<file path="src/rtl/parity_frame_accum_pkg.sv">
// Shared types for the frame parity accumulator: FSM states, parity-sense
// encodings and the frame-length counter width helper.
package parity_pkg;

  typedef enum logic [1:0] {
    IDLE  = 2'd0,
    ACCUM = 2'd1,
    HOLD  = 2'd2
  } state_t;

  localparam logic MODE_EVEN = 1'b0;
  localparam logic MODE_ODD  = 1'b1;

  function automatic int cnt_width(input int maxlen);
    return $clog2(maxlen + 1);
  endfunction

endpackage

</file>
<file path="src/rtl/parity_frame_accum_if.sv">
// Beat-in / result-out bundle for parity_frame_accum; in_exp/out_err only
// exist when PARITY_CHECK_EN is defined.
interface parity_frame_accum_if
  import parity_pkg::*;
#(
  parameter int WIDTH  = 8,
  parameter int NCH    = 2,
  parameter int MAXLEN = 16
) ();

  localparam int CW = cnt_width(MAXLEN);

  logic                  in_valid;
  logic                  in_ready;
  logic [NCH*WIDTH-1:0]  in_data;
  logic                  in_last;
  logic                  out_valid;
  logic                  out_ready;
  logic [NCH-1:0]        out_parity;
  logic [CW-1:0]         out_len;
  logic                  out_trunc;
`ifdef PARITY_CHECK_EN
  logic [NCH-1:0]        in_exp;
  logic [NCH-1:0]        out_err;

  modport master (
    output in_valid, in_data, in_last, in_exp, out_ready,
    input  in_ready, out_valid, out_parity, out_len, out_trunc, out_err
  );
  modport slave (
    input  in_valid, in_data, in_last, in_exp, out_ready,
    output in_ready, out_valid, out_parity, out_len, out_trunc, out_err
  );
`else
  modport master (
    output in_valid, in_data, in_last, out_ready,
    input  in_ready, out_valid, out_parity, out_len, out_trunc
  );
  modport slave (
    input  in_valid, in_data, in_last, out_ready,
    output in_ready, out_valid, out_parity, out_len, out_trunc
  );
`endif

endinterface

</file>
<file path="src/rtl/parity_frame_accum_reduce.sv">
// Single-word XOR reduction; purely combinational, no latency, no handshake.
module parity_reduce #(
  parameter int WIDTH = 8
) (
  input  logic [WIDTH-1:0] word,
  output logic             par
);

  assign par = ^word;

endmodule

</file>
<file path="src/rtl/parity_frame_accum.sv">
// Per-channel frame parity accumulator; result registered 1 cycle after the closing beat.
// in_ready drops while a result is held or E is low; optional PARITY_CHECK_EN adds in_exp/out_err.
module parity_frame_accum
  import parity_pkg::*;
#(
  parameter int WIDTH  = 8,
  parameter int NCH    = 2,
  parameter int MAXLEN = 16
) (
  input  logic                 clk,
  input  logic                 rst_n,
  input  logic                 E,
  input  logic                 mode,
  parity_frame_accum_if.slave  bus
);

  localparam int             CW      = cnt_width(MAXLEN);
  localparam logic [CW-1:0]  LEN_MAX = CW'(MAXLEN);

  state_t          state, state_n;
  logic [NCH-1:0]  word_par;
  logic [NCH-1:0]  acc, acc_nxt;
  logic [NCH-1:0]  par_q;
  logic [CW-1:0]   cnt, cnt_nxt;
  logic            mode_q, mode_eff;
  logic            trunc;
  logic            accept, close, take;
`ifdef PARITY_CHECK_EN
  logic [NCH-1:0]  err_q;
`endif

  for (genvar c = 0; c < NCH; c++) begin : g_reduce
    parity_reduce #(.WIDTH(WIDTH)) u_reduce (
      .word (bus.in_data[c*WIDTH +: WIDTH]),
      .par  (word_par[c])
    );
  end

  assign bus.in_ready = E && (state != HOLD);
  assign accept       = bus.in_valid && bus.in_ready;
  assign take         = (state == HOLD) && bus.out_ready;

  // First beat of a frame restarts the accumulator and takes the live mode.
  always_comb begin
    acc_nxt  = acc ^ word_par;
    cnt_nxt  = cnt + CW'(1);
    mode_eff = mode_q;
    if (state == IDLE) begin
      acc_nxt  = word_par;
      cnt_nxt  = CW'(1);
      mode_eff = mode;
    end
    close = accept && (bus.in_last || (cnt_nxt == LEN_MAX));
  end

  always_comb begin
    state_n = state;
    case (state)
      IDLE, ACCUM: begin
        if (close)       state_n = HOLD;
        else if (accept) state_n = ACCUM;
      end
      HOLD:    if (bus.out_ready) state_n = IDLE;
      default: state_n = IDLE;
    endcase
  end

  always_ff @(posedge clk or negedge rst_n) begin
    if (!rst_n) state <= IDLE;
    else        state <= state_n;
  end

  always_ff @(posedge clk or negedge rst_n) begin
    if (!rst_n) begin
      acc    <= '0;
      cnt    <= '0;
      mode_q <= MODE_EVEN;
      trunc  <= 1'b0;
      par_q  <= '0;
`ifdef PARITY_CHECK_EN
      err_q  <= '0;
`endif
    end else if (take) begin
      acc    <= '0;
      cnt    <= '0;
      trunc  <= 1'b0;
      par_q  <= '0;
`ifdef PARITY_CHECK_EN
      err_q  <= '0;
`endif
    end else begin
      if (accept) begin
        acc <= acc_nxt;
        cnt <= cnt_nxt;
        if (state == IDLE) mode_q <= mode;
      end
      if (close) begin
        par_q <= acc_nxt ^ {NCH{mode_eff}};
        trunc <= !bus.in_last;
`ifdef PARITY_CHECK_EN
        err_q <= acc_nxt ^ {NCH{mode_eff}} ^ bus.in_exp;
`endif
      end
    end
  end

  assign bus.out_valid  = (state == HOLD);
  assign bus.out_parity = par_q;
  assign bus.out_len    = cnt;
  assign bus.out_trunc  = trunc;
`ifdef PARITY_CHECK_EN
  assign bus.out_err    = err_q;
`endif

endmodule

</file>
<file path="src/flat_wrapper.sv">
// flat-port wrapper written by rule: the top's interface ports become plain ports
module parity_frame_accum_flat import parity_pkg::*;
#(
  parameter int WIDTH  = 8,
  parameter int NCH    = 2,
  parameter int MAXLEN = 16
)
  (clk, rst_n, E, mode, bus_in_valid, bus_in_data, bus_in_last, bus_out_ready, bus_in_ready, bus_out_valid, bus_out_parity, bus_out_len, bus_out_trunc);
  parity_frame_accum_if #(.WIDTH(WIDTH), .NCH(NCH), .MAXLEN(MAXLEN)) bus_i ();
  input  logic clk;
  input  logic rst_n;
  input  logic E;
  input  logic mode;
  input wire logic [$bits(bus_i.in_valid)-1:0] bus_in_valid;
  input wire logic [$bits(bus_i.in_data)-1:0] bus_in_data;
  input wire logic [$bits(bus_i.in_last)-1:0] bus_in_last;
  input wire logic [$bits(bus_i.out_ready)-1:0] bus_out_ready;
  output wire logic [$bits(bus_i.in_ready)-1:0] bus_in_ready;
  output wire logic [$bits(bus_i.out_valid)-1:0] bus_out_valid;
  output wire logic [$bits(bus_i.out_parity)-1:0] bus_out_parity;
  output wire logic [$bits(bus_i.out_len)-1:0] bus_out_len;
  output wire logic [$bits(bus_i.out_trunc)-1:0] bus_out_trunc;
  assign bus_i.in_valid = bus_in_valid;
  assign bus_i.in_data = bus_in_data;
  assign bus_i.in_last = bus_in_last;
  assign bus_i.out_ready = bus_out_ready;
  assign bus_in_ready = bus_i.in_ready;
  assign bus_out_valid = bus_i.out_valid;
  assign bus_out_parity = bus_i.out_parity;
  assign bus_out_len = bus_i.out_len;
  assign bus_out_trunc = bus_i.out_trunc;
  parity_frame_accum #(.WIDTH(WIDTH), .NCH(NCH), .MAXLEN(MAXLEN)) u_core (.clk(clk), .rst_n(rst_n), .E(E), .mode(mode), .bus(bus_i));
endmodule
</file>
<file path="config.mk">
export PLATFORM = sky130hd
export DESIGN_NAME = parity_frame_accum_flat
export DESIGN_NICKNAME = d
export VERILOG_FILES = /design/src/rtl/parity_frame_accum_pkg.sv /design/src/rtl/parity_frame_accum_if.sv /design/src/rtl/parity_frame_accum_reduce.sv /design/src/rtl/parity_frame_accum.sv /design/src/flat_wrapper.sv
export SDC_FILE = /design/constraint.sdc
export NUM_CORES = 1
export LEC_CHECK = 0
export CORE_AREA = 5 5 50 52
export CTS_BUF_LIST = sky130_fd_sc_hd__clkbuf_16
export CTS_CLUSTER_SIZE = 14
export DETAILED_ROUTE_END_ITERATION = 16
export DIE_AREA = 0 0 55 57
export PLACE_DENSITY = 0.8
export SLEW_MARGIN = 15
export SYNTH_ARGS = -nofsm -noshare
export SYNTH_HDL_FRONTEND = slang
export SYNTH_SLANG_ARGS = --single-unit
</file>
<file path="constraint.sdc">
create_clock -name clk -period 2.7 [get_ports clk]
set_input_delay 0.81 -clock clk [delete_from_list [all_inputs] [get_ports clk]]
set_output_delay 0.81 -clock clk [all_outputs]
set_load 0.05 [all_outputs]
</file>
---- Yosys cells after proc, flatten, opt, wreduce, memory -nomap -nowiden ----
Index checks and enable logic that the tools add are counted.
operators by class
  $add $sub $neg .......................... 1
  bitwise gates (word level) .............. 3
  reduce and logical (&&, ||, !) cells .... 14
  mux-type cells .......................... 15
  eq/ne operators ......................... 6
operator list
  cell                 count
  $mux 2               8
  $reduce_xor 8->1     2
  $mux 5               3
  $add 5x1->5 const B  1
  $eq 5x5->1 const B   1
  $logic_and 1x1->1    4
  $ne 2x2->1 const B   2
  $pmux 2 s2           1
  $reduce_and 2->1     2
  $reduce_bool 2->1    2
  $xor 2x2->2          2
  $mux 1               3
  $ne 3x1->1 const B   1
  $eq 2x1->1 const B   1
  $eq 2x2->1 const B   1
  $logic_not 2->1      1
  $reduce_or 2->1      1
  $logic_not 1->1      1
  $logic_or 1x1->1     1
  $not 1->1            1
storage, ports and cells
  input bits .............................. 23
  output and inout bits ................... 10
  bits in registers ....................... 13

---- Logic depth before layout (Yosys ltp) ----
Gate-level depths: netlist of the first run.
  depth in word-level cells ............... 7
  gate-level depth with buffers ........... 7
  mapped depth without buffers ............ 6

---- By module ----
A second synthesis of the first run with hierarchy kept.
second synthesis, totals
  cell total of the unflattened synthesis .. 99
  area, all modules ....................... 928.4 µm²
modules (own cells, without submodules)
  module              seq. area each (µm²)  area an instance (µm²)  instances  cells each
  parity_frame_accum  325.3                 805.8                   1          85
  parity_reduce       0.0                   61.3                    2          7

---- Worst setup path before layout of the first run ----
Ideal clock, no wire load.
  path kind ............................... input-to-reg
  start ................................... input port bus_in_data[1]
  end ..................................... register u_core.par_q[0] (netlist: u_core.bus.out_parity[0])
  arrival time ............................ 2.037 ns
  setup slack ............................. 0.544 ns
  required time ........................... 2.581 ns
  cell stages on the path ................. 5
  setup time .............................. 0.119 ns
  cell sequence ........................... xnor2_1 xnor3_1 xnor3_1 and3_1 o21a_1
on the way
  longest elaborated chain between the ends .. 6
ends and longest elaborated chain
  what                    RTL line                        source
  start: declaration      flat_wrapper.sv:15              input wire logic [$bits(bus_i.in_data)-1:0] bus_in_data;
  $reduce_xor 8->1 *      parity_frame_accum_reduce.sv:9  assign par = ^word;
  $xor 2x2->2             parity_frame_accum.sv:45        acc_nxt = acc ^ word_par;
  $mux 2 *                parity_frame_accum.sv:48        if (state == IDLE) begin
  $xor 2x2->2 *           parity_frame_accum.sv:98        par_q <= acc_nxt ^ {NCH{mode_eff}};
  $mux 2 *                parity_frame_accum.sv:97        if (close) begin
  $mux 2 *                parity_frame_accum.sv:83        end else if (take) begin
  end signal: assignment  parity_frame_accum.sv:98
  end: declaration        parity_frame_accum.sv:23        logic [NCH-1:0] par_q;
Every way passes the cells marked *; elsewhere a longest branch is shown, timed or not. The select of a mux whose other input is x is not followed.
A chain may end at the register's enable or synchronous reset.

---- Final worst setup path of the first run ----
  start ................................... input port E
  end ..................................... output port bus_in_ready
on the way
  longest elaborated chain between the ends .. 1
ends and longest elaborated chain
  what                RTL line                  source
  start: declaration  flat_wrapper.sv:12        input logic E;
  $logic_and 1x1->1   parity_frame_accum.sv:39  assign bus.in_ready = E && (state != HOLD);
  end: declaration    flat_wrapper.sv:18        output wire logic [$bits(bus_i.in_ready)-1:0] bus_in_ready;
Every way passes these cells.

==> flow_metrics.env, run 1 <==
export IMPL_status="finished clean"
export IMPL_totalWireLength_um=2000
export IMPL_drv_cap=0
export IMPL_place_congestion=0.732
export IMPL_fin_crit_sh=0.910
export IMPL_core_rowCount=17
export IMPL_finalSetupViolations=0
export IMPL_ir_worst_vdd_mv=0.752
export IMPL_synth_top_area_frac=0.375
export IMPL_yosysUniqueCellTypes=30
export IMPL_finalHoldViolations=0
export IMPL_grt_ovfl_total=0
export IMPL_antenna_found_initial=0
export IMPL_layout_nets=145
export IMPL_dp_cells=144
export IMPL_initial_core_util=0.420
export IMPL_worstSetupPathType="input port to output port"
export IMPL_hp_start="u_core.acc[1]"
export IMPL_die_area_sq_um=3140
export IMPL_dr_total_vias=765
export IMPL_syn_inst=87
export IMPL_clock_latency_ns=0.24
export IMPL_critPathMaxFanout=4
export IMPL_routedWlPerCell_um=13.5
export IMPL_leakage_nw=0.550
export IMPL_cts_setup_buffers=0
export IMPL_synthesis_area_sq_um=867
export IMPL_grt_use_total=0.144
export IMPL_max_freq_ghz=0.407
export IMPL_drt_pre_antenna_iters=4
export IMPL_slew_headroom=0.622
export IMPL_die_h_um=57
export IMPL_skew_ns=0.00410
export IMPL_cts_resized=0
export IMPL_antennaDiodeCount=0
export IMPL_htreeDepth=1
export IMPL_grt_pass1_wl_um=3270
export IMPL_grt_pass1_vias=724
export IMPL_cp_cell_sequence="clkdlybuf4s50_1, and2_1, buf_12"
export IMPL_cts_tree="done"
export IMPL_post_route_min_period_ns=2.46
export IMPL_cts_buffers=3
export IMPL_crit_path_start_kind="input port"
export IMPL_rsz0062_at_grt="no"
export IMPL_path_clk_slew_ns=0.05
export IMPL_hold_class="flip-flop to flip-flop"
export IMPL_slowest_delay_ns=0.51
export IMPL_syn_area_per_cell_sq_um=9.97
export IMPL_stdcell_count=148
export IMPL_ys_seq_area_frac=0.375
export IMPL_final_common_cell="clkdlybuf4s50_1"
export IMPL_dp_hpwl_um=1540
export IMPL_yosys_area_top_type="dfrtp_1"
export IMPL_power_density_nw_per_um2=883
export IMPL_portBuffers=32
export IMPL_hold_buffers=0
export IMPL_dpl_cell_area_sq_um=1220
export IMPL_final_area_sq_um=1300
export IMPL_critPathLaunch="E"
export IMPL_cp_required_ns=1.89
export IMPL_final_util=0.628
export IMPL_slowest_stage="clkdlybuf4s50_1"
export IMPL_synth_area_leaders="dfrtp_1, xnor2_1, xnor3_1, nand3_1, xor2_1"
export IMPL_vias_per_cell=5.17
export IMPL_synth_seq_cells=13
export IMPL_coreArea_sq_um=2060
export IMPL_yosys_warnings=0
export IMPL_clock_sinks=13
export IMPL_critPathTopFamily="buffers and inverters"
export IMPL_fp_dieW_um=55
export IMPL_critPathCaptureType="output port"
export IMPL_hold_ws_ns=0.499
export IMPL_reg2reg_from="u_core.bus.out_len[0]"
export IMPL_setup_tns_ns=0
export IMPL_cp_arrival_ns=1.65
export IMPL_layout_drive_gt1_share=0.0667
export IMPL_ios=33
export IMPL_mostFrequentLayoutCells="clkdlybuf4s50_1, xnor2_1, dfrtp_1"
export IMPL_clockBufferDepth=2
export IMPL_drcViolationCount=0
export IMPL_root_buffer="clkbuf_16"
export IMPL_drtIter0Drc=21
export IMPL_grt_max_degree=14
export IMPL_report_final_slew_viol_count=0
export IMPL_worst_pin_slew_ns=0.565
export IMPL_reg2reg_setup_slack_ns=0.70
export IMPL_worst_path_buf_inv=2
export IMPL_syn_num_nets=111
export IMPL_final_antenna_net_count=0
export IMPL_syn_to_final_growth_pct=49.5
## cells by family (layout without fill, tap and decap cells)
kind of cell	count (synthesis)	in the layout	synth area share
buf+inv	6	39	0.0274
compound gates	17	17	0.117
simple gates	27	27	0.166
xor+xnor	20	20	0.250
flops	13	13	0.375
fa+ha+maj	1	1	0.0144
mux	3	3	0.0505
## stage by stage
stage                     total power (W)  setup WS (ns)
after CTS                         0.00116          0.243
after global routing              0.00121          0.185
after detailed placement         0.000873         0.0116
final                             0.00114          0.244
after floorplan                  0.000698          0.544
after global placement           0.000853         0.0702
## Yosys cell counts
cell	n
xor2_1	4
mux2i_4	1
a22oi_1	1
mux2i_1	1
mux2_2	1
nand3b_1	1
o21ai_0	6
xnor2_1	13
o41ai_1	1
xnor3_1	3
a211oi_1	1
o31ai_1	1
a21boi_0	1
and3_1	2
dfrtp_1	13
nor4_1	1
inv_1	3
nand2_1	6
a21oi_1	4
o21ai_1	1
and2_1	2
nand3_1	9
buf_2	1
ha_1	1
clkbuf_1	2
nor2_1	2
nor2_4	1
nand4_1	1
o21a_1	1
nand2b_1	2
## final timing paths
path	cells past startpoint	endpoint
worst max-delay path	3	bus_in_ready
worst min-delay path	2	u_core.acc[1]
worst max register to register	6	u_core.bus.out_parity[1]
worst min register to register	2	u_core.acc[1]
max in group asynchronous	1	u_core.acc[0]
min in group asynchronous	1	u_core.bus.out_len[4]
## cell type report
cell class / instances / area [sq um]
tap: 28 / 35.0
sequential: 13 / 325
fill: 186 / 767
clock inverter: 1 / 3.75
timing repair buffer: 32 / 328
inverter: 3 / 11.3
clock buffer: 3 / 75.1
multi-input combinational: 68 / 518
## layer usage
layer / vias up / wire length [um] / GRT usage
li1: 371 / - / -
met1: 362 / 781 / 0.167
met2: 27 / 1060 / 0.242
met3: 5 / 138 / 0.0522
met4: 0 / 19 / 0.0417
met5: - / 0 / 0
## sequential cells by signal, indices dropped and copies added (netlist names)
register	cells
u_core.bus.out_len	5
u_core.acc	2
u_core.bus.out_parity	2
u_core.state	2
u_core.bus.out_trunc	1
u_core.mode_q	1
## report_power, final
part	switching, W	internal [W]	total (W)
logic	0.000295	0.000253	0.000548
registers	0.0000641	0.000257	0.000321
clock network	0.0000803	0.000195	0.000275
total	0.000439	0.000705	0.00114
## worst reg2reg max path, delay by kind of cell, from the launching register on
kind	cells	cell delay [ns]
AO/OA/AOI/OAI	1	0.51
XOR/XNOR	1	0.18
adder cells (fa/ha/maj)	1	0.24
flip-flops	1	0.41
multiplexers	1	0.20
AND/OR/NAND/NOR	2	0.37
(Power assumes the default switching activity.)
==> inputs of run 2 (changes only) <==
Settings changed: CORE_AREA 5 5 50 52 to 5 5 51 53, DIE_AREA 0 0 55 57 to 0 0 56 58, SYNTH_HIERARCHICAL set to 1.
==> run 2 against run 1 <==
Effect of this change:
- sequential power grew 9.7%
- hold slack improved by 0.037 ns
- design area up 5.4%
- wire length is 14% higher
- non-clock buffer count is 1 higher
- global-route usage is 1.3 points higher
- largest cell class unchanged
- largest power group unchanged
==> flow_metrics.env, run 2 <==
export IMPL_hp_start="u_core/bus.out_trunc"
export IMPL_ir_worst_vdd_mv=0.532
export IMPL_clock_power_share=0.217
export IMPL_final_util=0.649
export IMPL_setup_slack_ns=0.121
export IMPL_final_antenna_net_count=0
export IMPL_drt_pre_antenna_iters=4
export IMPL_yosys_warnings=6
export IMPL_syn_to_final_growth_pct=47.2
export IMPL_die_area_sq_um=3250
export IMPL_synth_edf_count=0
export IMPL_worst_path_buf_inv=2
export IMPL_sw_frac_of_total=0.436
export IMPL_clock_latency_ns=0.25
export IMPL_mostFrequentLayoutCells="clkdlybuf4s50_1, dfrtp_1, xnor2_1"
export IMPL_p_comb_frac=0.514
export IMPL_netlist_top_cells_count="dfrtp_1, xnor2_1, nand2_1, o21ai_0, xor2_1"
export IMPL_cts_resized=0
export IMPL_syn_inst=99
export IMPL_yosys_area_top_type="dfrtp_1"
export IMPL_final_area_sq_um=1370
export IMPL_ios=33
export IMPL_coreArea_sq_um=2110
export IMPL_vias_per_cell=5.55
export IMPL_multi_input_area_sq_um=584
export IMPL_hold_buffers=0
export IMPL_post_route_min_period_ns=2.58
export IMPL_reg2reg_from="u_core/bus.out_len[0]"
export IMPL_routedWlPerCell_um=14.2
export IMPL_reg2reg_setup_slack_ns=0.95
export IMPL_cts_setup_buffers=0
export IMPL_cp_cell_sequence="clkdlybuf4s50_1, nor2b_1, buf_12"
export IMPL_path_clk_slew_ns=0.05
export IMPL_skew_ns=0.00279
export IMPL_grt_ovfl_total=0
export IMPL_die_h_um=58
export IMPL_grt_max_degree=14
export IMPL_layout_nets=158
export IMPL_leakage_nw=0.554
export IMPL_synth_ff_type="dfrtp_1"
export IMPL_regArea_sq_um=325
export IMPL_antennaDiodeCount=0
export IMPL_final_common_cell="clkdlybuf4s50_1"
export IMPL_crit_path_start_kind="input port"
export IMPL_slew_headroom=0.585
export IMPL_max_freq_ghz=0.388
export IMPL_path_depth=3
export IMPL_synth_seq_cells=13
export IMPL_place_congestion=0.843
export IMPL_report_final_slew_viol_count=0
export IMPL_fin_crit_sh=0.955
export IMPL_dpl_cell_area_sq_um=1290
export IMPL_fp_dieW_um=56
export IMPL_grt_use_total=0.157
export IMPL_finalHoldViolations=0
export IMPL_synth_area_leaders="dfrtp_1, xnor2_1, xor2_1, o21ai_0, a21oi_1"
export IMPL_p_int_w=0.000736
export IMPL_cts_buffers=3
export IMPL_critPathTopFamily="buffers and inverters"
export IMPL_switchingPower_w=0.000569
export IMPL_grt_pass1_vias=910
export IMPL_power_density_nw_per_um2=955
export IMPL_holdPathStages=2
export IMPL_cp_arrival_ns=1.77
export IMPL_largest_reg_flops=5
export IMPL_dr_total_vias=894
export IMPL_portBuffers=32
export IMPL_drv_cap=0
export IMPL_clockBufferDepth=2
export IMPL_grt_pass1_wl_um=4000
export IMPL_slowest_stage="clkdlybuf4s50_1"
export IMPL_ys_seq_area_frac=0.350
export IMPL_finalSetupViolations=0
export IMPL_yosysMostFrequentCell="dfrtp_1"
export IMPL_drcViolationCount=0
export IMPL_fillCellCount=163
export IMPL_dp_hpwl_um=1760
export IMPL_min_to="u_core/bus.out_trunc"
export IMPL_worstReg2RegEnd="u_core/bus.out_parity[0]"
export IMPL_slowest_delay_ns=0.52
export IMPL_antenna_found_initial=0
export IMPL_synthesis_area_sq_um=928
export IMPL_initial_core_util=0.441
export IMPL_totalWireLength_um=2290
export IMPL_worst_pin_slew_ns=0.621
export IMPL_yosysUniqueCellTypes=32
export IMPL_syn_area_per_cell_sq_um=9.38
export IMPL_root_buffer="clkbuf_16"
export IMPL_async_reset_ff_frac=1.00
export IMPL_syn_num_nets=123
export IMPL_layout_drive_gt1_share=0.0902
export IMPL_rsz0062_at_grt="no"
export IMPL_setup_tns_ns=0
export IMPL_hold_ws_ns=0.536
export IMPL_core_rowCount=17
export IMPL_critPathCaptureType="output port"
export IMPL_htreeDepth=1
export IMPL_worstSetupPathType="input port to output port"
export IMPL_cp_required_ns=1.89
export IMPL_critPathMaxFanout=5
export IMPL_cts_tree="done"
export IMPL_dpl_worst_slack_ns=0.131
export IMPL_drtIter0Drc=5
export IMPL_rr_worst_depth=4
export IMPL_clock_sinks=13
export IMPL_synth_top_area_frac=0.350
export IMPL_power_share_sequential=0.270
export IMPL_hold_class="flip-flop to flip-flop"
export IMPL_status="finished clean"
run 2: tightest hold or removal path: stages (launching register included):
cell and delay [ns]:
dfrtp_1 0.34, a22oi_1 0.08, nor2_1 0.08
run 2: layout make-up:
type / count / area share
Clock inverter: 1 / 0.00275
Multi-Input combinational cell: 81 / 0.428
Timing Repair Buffer: 33 / 0.245
Inverter: 2 / 0.00549
Sequential cell: 13 / 0.238
Clock buffer: 3 / 0.0549
Tap cell: 28 / 0.0256
run 2: per-layer routing:
metal  routed length [um]  up-vias  part of all wire  GRT usage
li1                     -      428                 -          -
met1                  932      422              0.41      0.176
met2                 1140       39              0.50      0.270
met3                  150        5             0.066     0.0356
met4                   63        0             0.028     0.0949
met5                    0        -                 0          0
run 2: power groups by stage:
stage | clock network [W] | logic, W | registers (W)
finish | 0.000283 | 0.000670 | 0.000352
floorplan | 0 | 0.000373 | 0.000435
global route | 0.000294 | 0.000729 | 0.000366
detailed placement | 0 | 0.000671 | 0.000353
global placement | 0 | 0.000652 | 0.000348
CTS | 0.000286 | 0.000675 | 0.000352
run 2: cells by family after synthesis:
group | after synthesis | synth area share
AO/OA/AOI/OAI | 33 | 0.255
AND/OR/NAND/NOR | 26 | 0.152
XOR/XNOR | 20 | 0.197
flip-flops | 13 | 0.350
buffers and inverters | 5 | 0.0202
multiplexers | 1 | 0.0121
adder cells (fa/ha/maj) | 1 | 0.0135
run 2: worst max path at each step:
| stage | start | endpoint | slack (ns) |
|---|---|---|---|
| 2_1_floorplan | u_core/state[0] | bus_in_ready | 0.13 |
| 3_3_place_gp | E | bus_in_ready | 0.16 |
| 3_5_place_dp | E | bus_in_ready | 0.13 |
| 4_1_cts | E | bus_in_ready | 0.11 |
| 5_1_grt | E | bus_in_ready | 0.06 |
| 6_report | E | bus_in_ready | 0.12 |
run 2: metrics by stage:
step                cells  power [W]
global placement      157    0.00100
CTS                   161    0.00131
detailed placement    157    0.00102
floorplan              99   0.000808
global route          161    0.00139
finish                161    0.00130
==> inputs of run 3 (changes only) <==
Settings changed: SETUP_SLACK_MARGIN set to 0.3.
==> run 3 against run 2 <==
Effect of this change:
- clock skew fell by 0.0014 ns
- core utilization grew 1.3 points
- largest cell class unchanged
- highest routed layer unchanged
- wire length shrank 5.2%
- critical endpoint is now bus_out_len[3]
==> flow_metrics.env, run 3 (synthesized netlist as in run 2, its figures left out) <==
export IMPL_antennaDiodeCount=0
export IMPL_drcViolationCount=0
export IMPL_totalWireLength_um=2170
export IMPL_critPathCaptureType="output port"
export IMPL_grt_use_total=0.147
export IMPL_cp_cell_sequence="clkdlybuf4s50_1"
export IMPL_skew_ns=0.00138
export IMPL_vias_per_cell=5.38
export IMPL_die_h_um=58
export IMPL_post_route_min_period_ns=2.33
export IMPL_finalHoldViolations=0
export IMPL_ios=33
export IMPL_clock_latency_ns=0.24
export IMPL_crit_path_start_kind="flip-flop"
export IMPL_worst_pin_slew_ns=0.597
export IMPL_slowest_stage="clkdlybuf4s50_1"
export IMPL_clockBufferDepth=2
export IMPL_core_rowCount=17
export IMPL_htreeDepth=1
export IMPL_critPathTopFamily="buffers and inverters"
export IMPL_critPathMaxFanout=6
export IMPL_report_final_slew_viol_count=0
export IMPL_grt_pass1_vias=900
export IMPL_final_util=0.662
export IMPL_antenna_found_initial=0
export IMPL_slowest_delay_ns=0.84
export IMPL_fp_dieW_um=56
export IMPL_ir_worst_vdd_mv=0.616
export IMPL_place_congestion=0.783
export IMPL_clock_sinks=13
export IMPL_final_common_cell="clkdlybuf4s50_1"
export IMPL_status="finished clean"
export IMPL_cts_setup_buffers=0
export IMPL_drt_pre_antenna_iters=3
export IMPL_largest_reg_flops=5
export IMPL_root_buffer="clkbuf_16"
export IMPL_grt_max_degree=14
export IMPL_grt_pass1_wl_um=3840
export IMPL_multi_input_area_sq_um=609
export IMPL_regArea_sq_um=325
export IMPL_leakage_nw=0.606
export IMPL_finalSetupViolations=0
export IMPL_cts_tree="done"
export IMPL_hold_class="flip-flop to flip-flop"
export IMPL_slew_headroom=0.600
export IMPL_die_area_sq_um=3250
export IMPL_worst_path_buf_inv=1
export IMPL_setup_tns_ns=0
export IMPL_layout_nets=158
export IMPL_cp_arrival_ns=1.52
export IMPL_grt_ovfl_total=0
export IMPL_hold_buffers=0
export IMPL_syn_to_final_growth_pct=50.1
export IMPL_path_depth=1
export IMPL_final_antenna_net_count=0
export IMPL_cts_buffers=3
export IMPL_power_total_w=0.00131
export IMPL_routedWlPerCell_um=13.5
export IMPL_drv_cap=0
export IMPL_max_freq_ghz=0.429
export IMPL_cp_required_ns=1.89
export IMPL_mostFrequentLayoutCells="clkdlybuf4s50_1, dfrtp_1, xnor2_1"
export IMPL_path_clk_slew_ns=0.04
export IMPL_layout_drive_gt1_share=0.120
export IMPL_coreArea_sq_um=2110
export IMPL_initial_core_util=0.441
export IMPL_final_area_sq_um=1390
export IMPL_dr_total_vias=866
export IMPL_fillCellCount=164
export IMPL_portBuffers=32
export IMPL_drtIter0Drc=9
export IMPL_dpl_cell_area_sq_um=1290
export IMPL_power_density_nw_per_um2=940
export IMPL_worstSetupPathType="flip-flop to output port"
export IMPL_holdPathStages=1
export IMPL_rr_worst_depth=4
export IMPL_dp_hpwl_um=1670
export IMPL_rsz0062_at_grt="no"
export IMPL_fin_crit_sh=0.863
[run 3: changes by cell type in the layout (fill, tap and decap cells not counted)]
cell / change
xnor2_1: -2
nor2b_2: +1
dlymetal6s2s_1: +2
nor2b_1: -2
xnor2_2: +2
nor2b_4: +1
dlygate4sd2_1: +2
clkdlybuf4s50_1: -4
[run 3: path summary, 6_finish.rpt]
check	from	endpoint	slack [ns]
max	u_core/bus.out_len[3]	bus_out_len[3]	0.37
min	u_core/acc[1]	u_core/acc[1]	0.54
max reg2reg	u_core/bus.out_len[0]	u_core/bus.out_parity[1]	0.95
min reg2reg	u_core/acc[1]	u_core/acc[1]	0.54
max in group asynchronous	rst_n	u_core/acc[1]	1.36
min in group asynchronous	rst_n	u_core/bus.out_len[3]	0.95
[run 3: area by class of cell]
class                      instances  area share
multi-input combinational         81       0.437
timing repair buffer              33       0.242
sequential                        13       0.233
clock buffer                       3      0.0539
tap                               28      0.0251
inverter                           2     0.00539
clock inverter                     1     0.00269
[run 3: where the power goes]
group	switching [W]	internal, W	total, W
logic	0.000400	0.000285	0.000685
clock network	0.0000797	0.000195	0.000275
registers	0.0000895	0.000262	0.000351
total	0.000569	0.000742	0.00131
[run 3: repair_timing]
| item | 4_1_cts | 5_1_grt |
|---|---|---|
| endpoints found under the setup margin | 2 | 4 |
| resized for setup | 4 | 4 |
| pin swaps | 0 | 0 |
[run 3: metal layers]
| metal | share of wire | vias to the layer above | GRT usage |
|---|---|---|---|
| met4 | 0.017 | 0 | 0.0746 |
| met5 | 0 | - | 0 |
| met1 | 0.41 | 405 | 0.163 |
| met2 | 0.51 | 30 | 0.272 |
| met3 | 0.063 | 4 | 0.0245 |
| li1 | - | 427 | - |
[run 3: per-stage QoR]
| step | hold WS (ns) | worst slack (ns) | cells |
|---|---|---|---|
| floorplan | 0.504 | 0.373 | 99 |
| global placement | 0.520 | 0.174 | 157 |
| detailed placement | 0.540 | 0.140 | 157 |
| CTS | 0.546 | 0.308 | 161 |
| global route | 0.584 | 0.324 | 161 |
| finish | 0.544 | 0.370 | 161 |
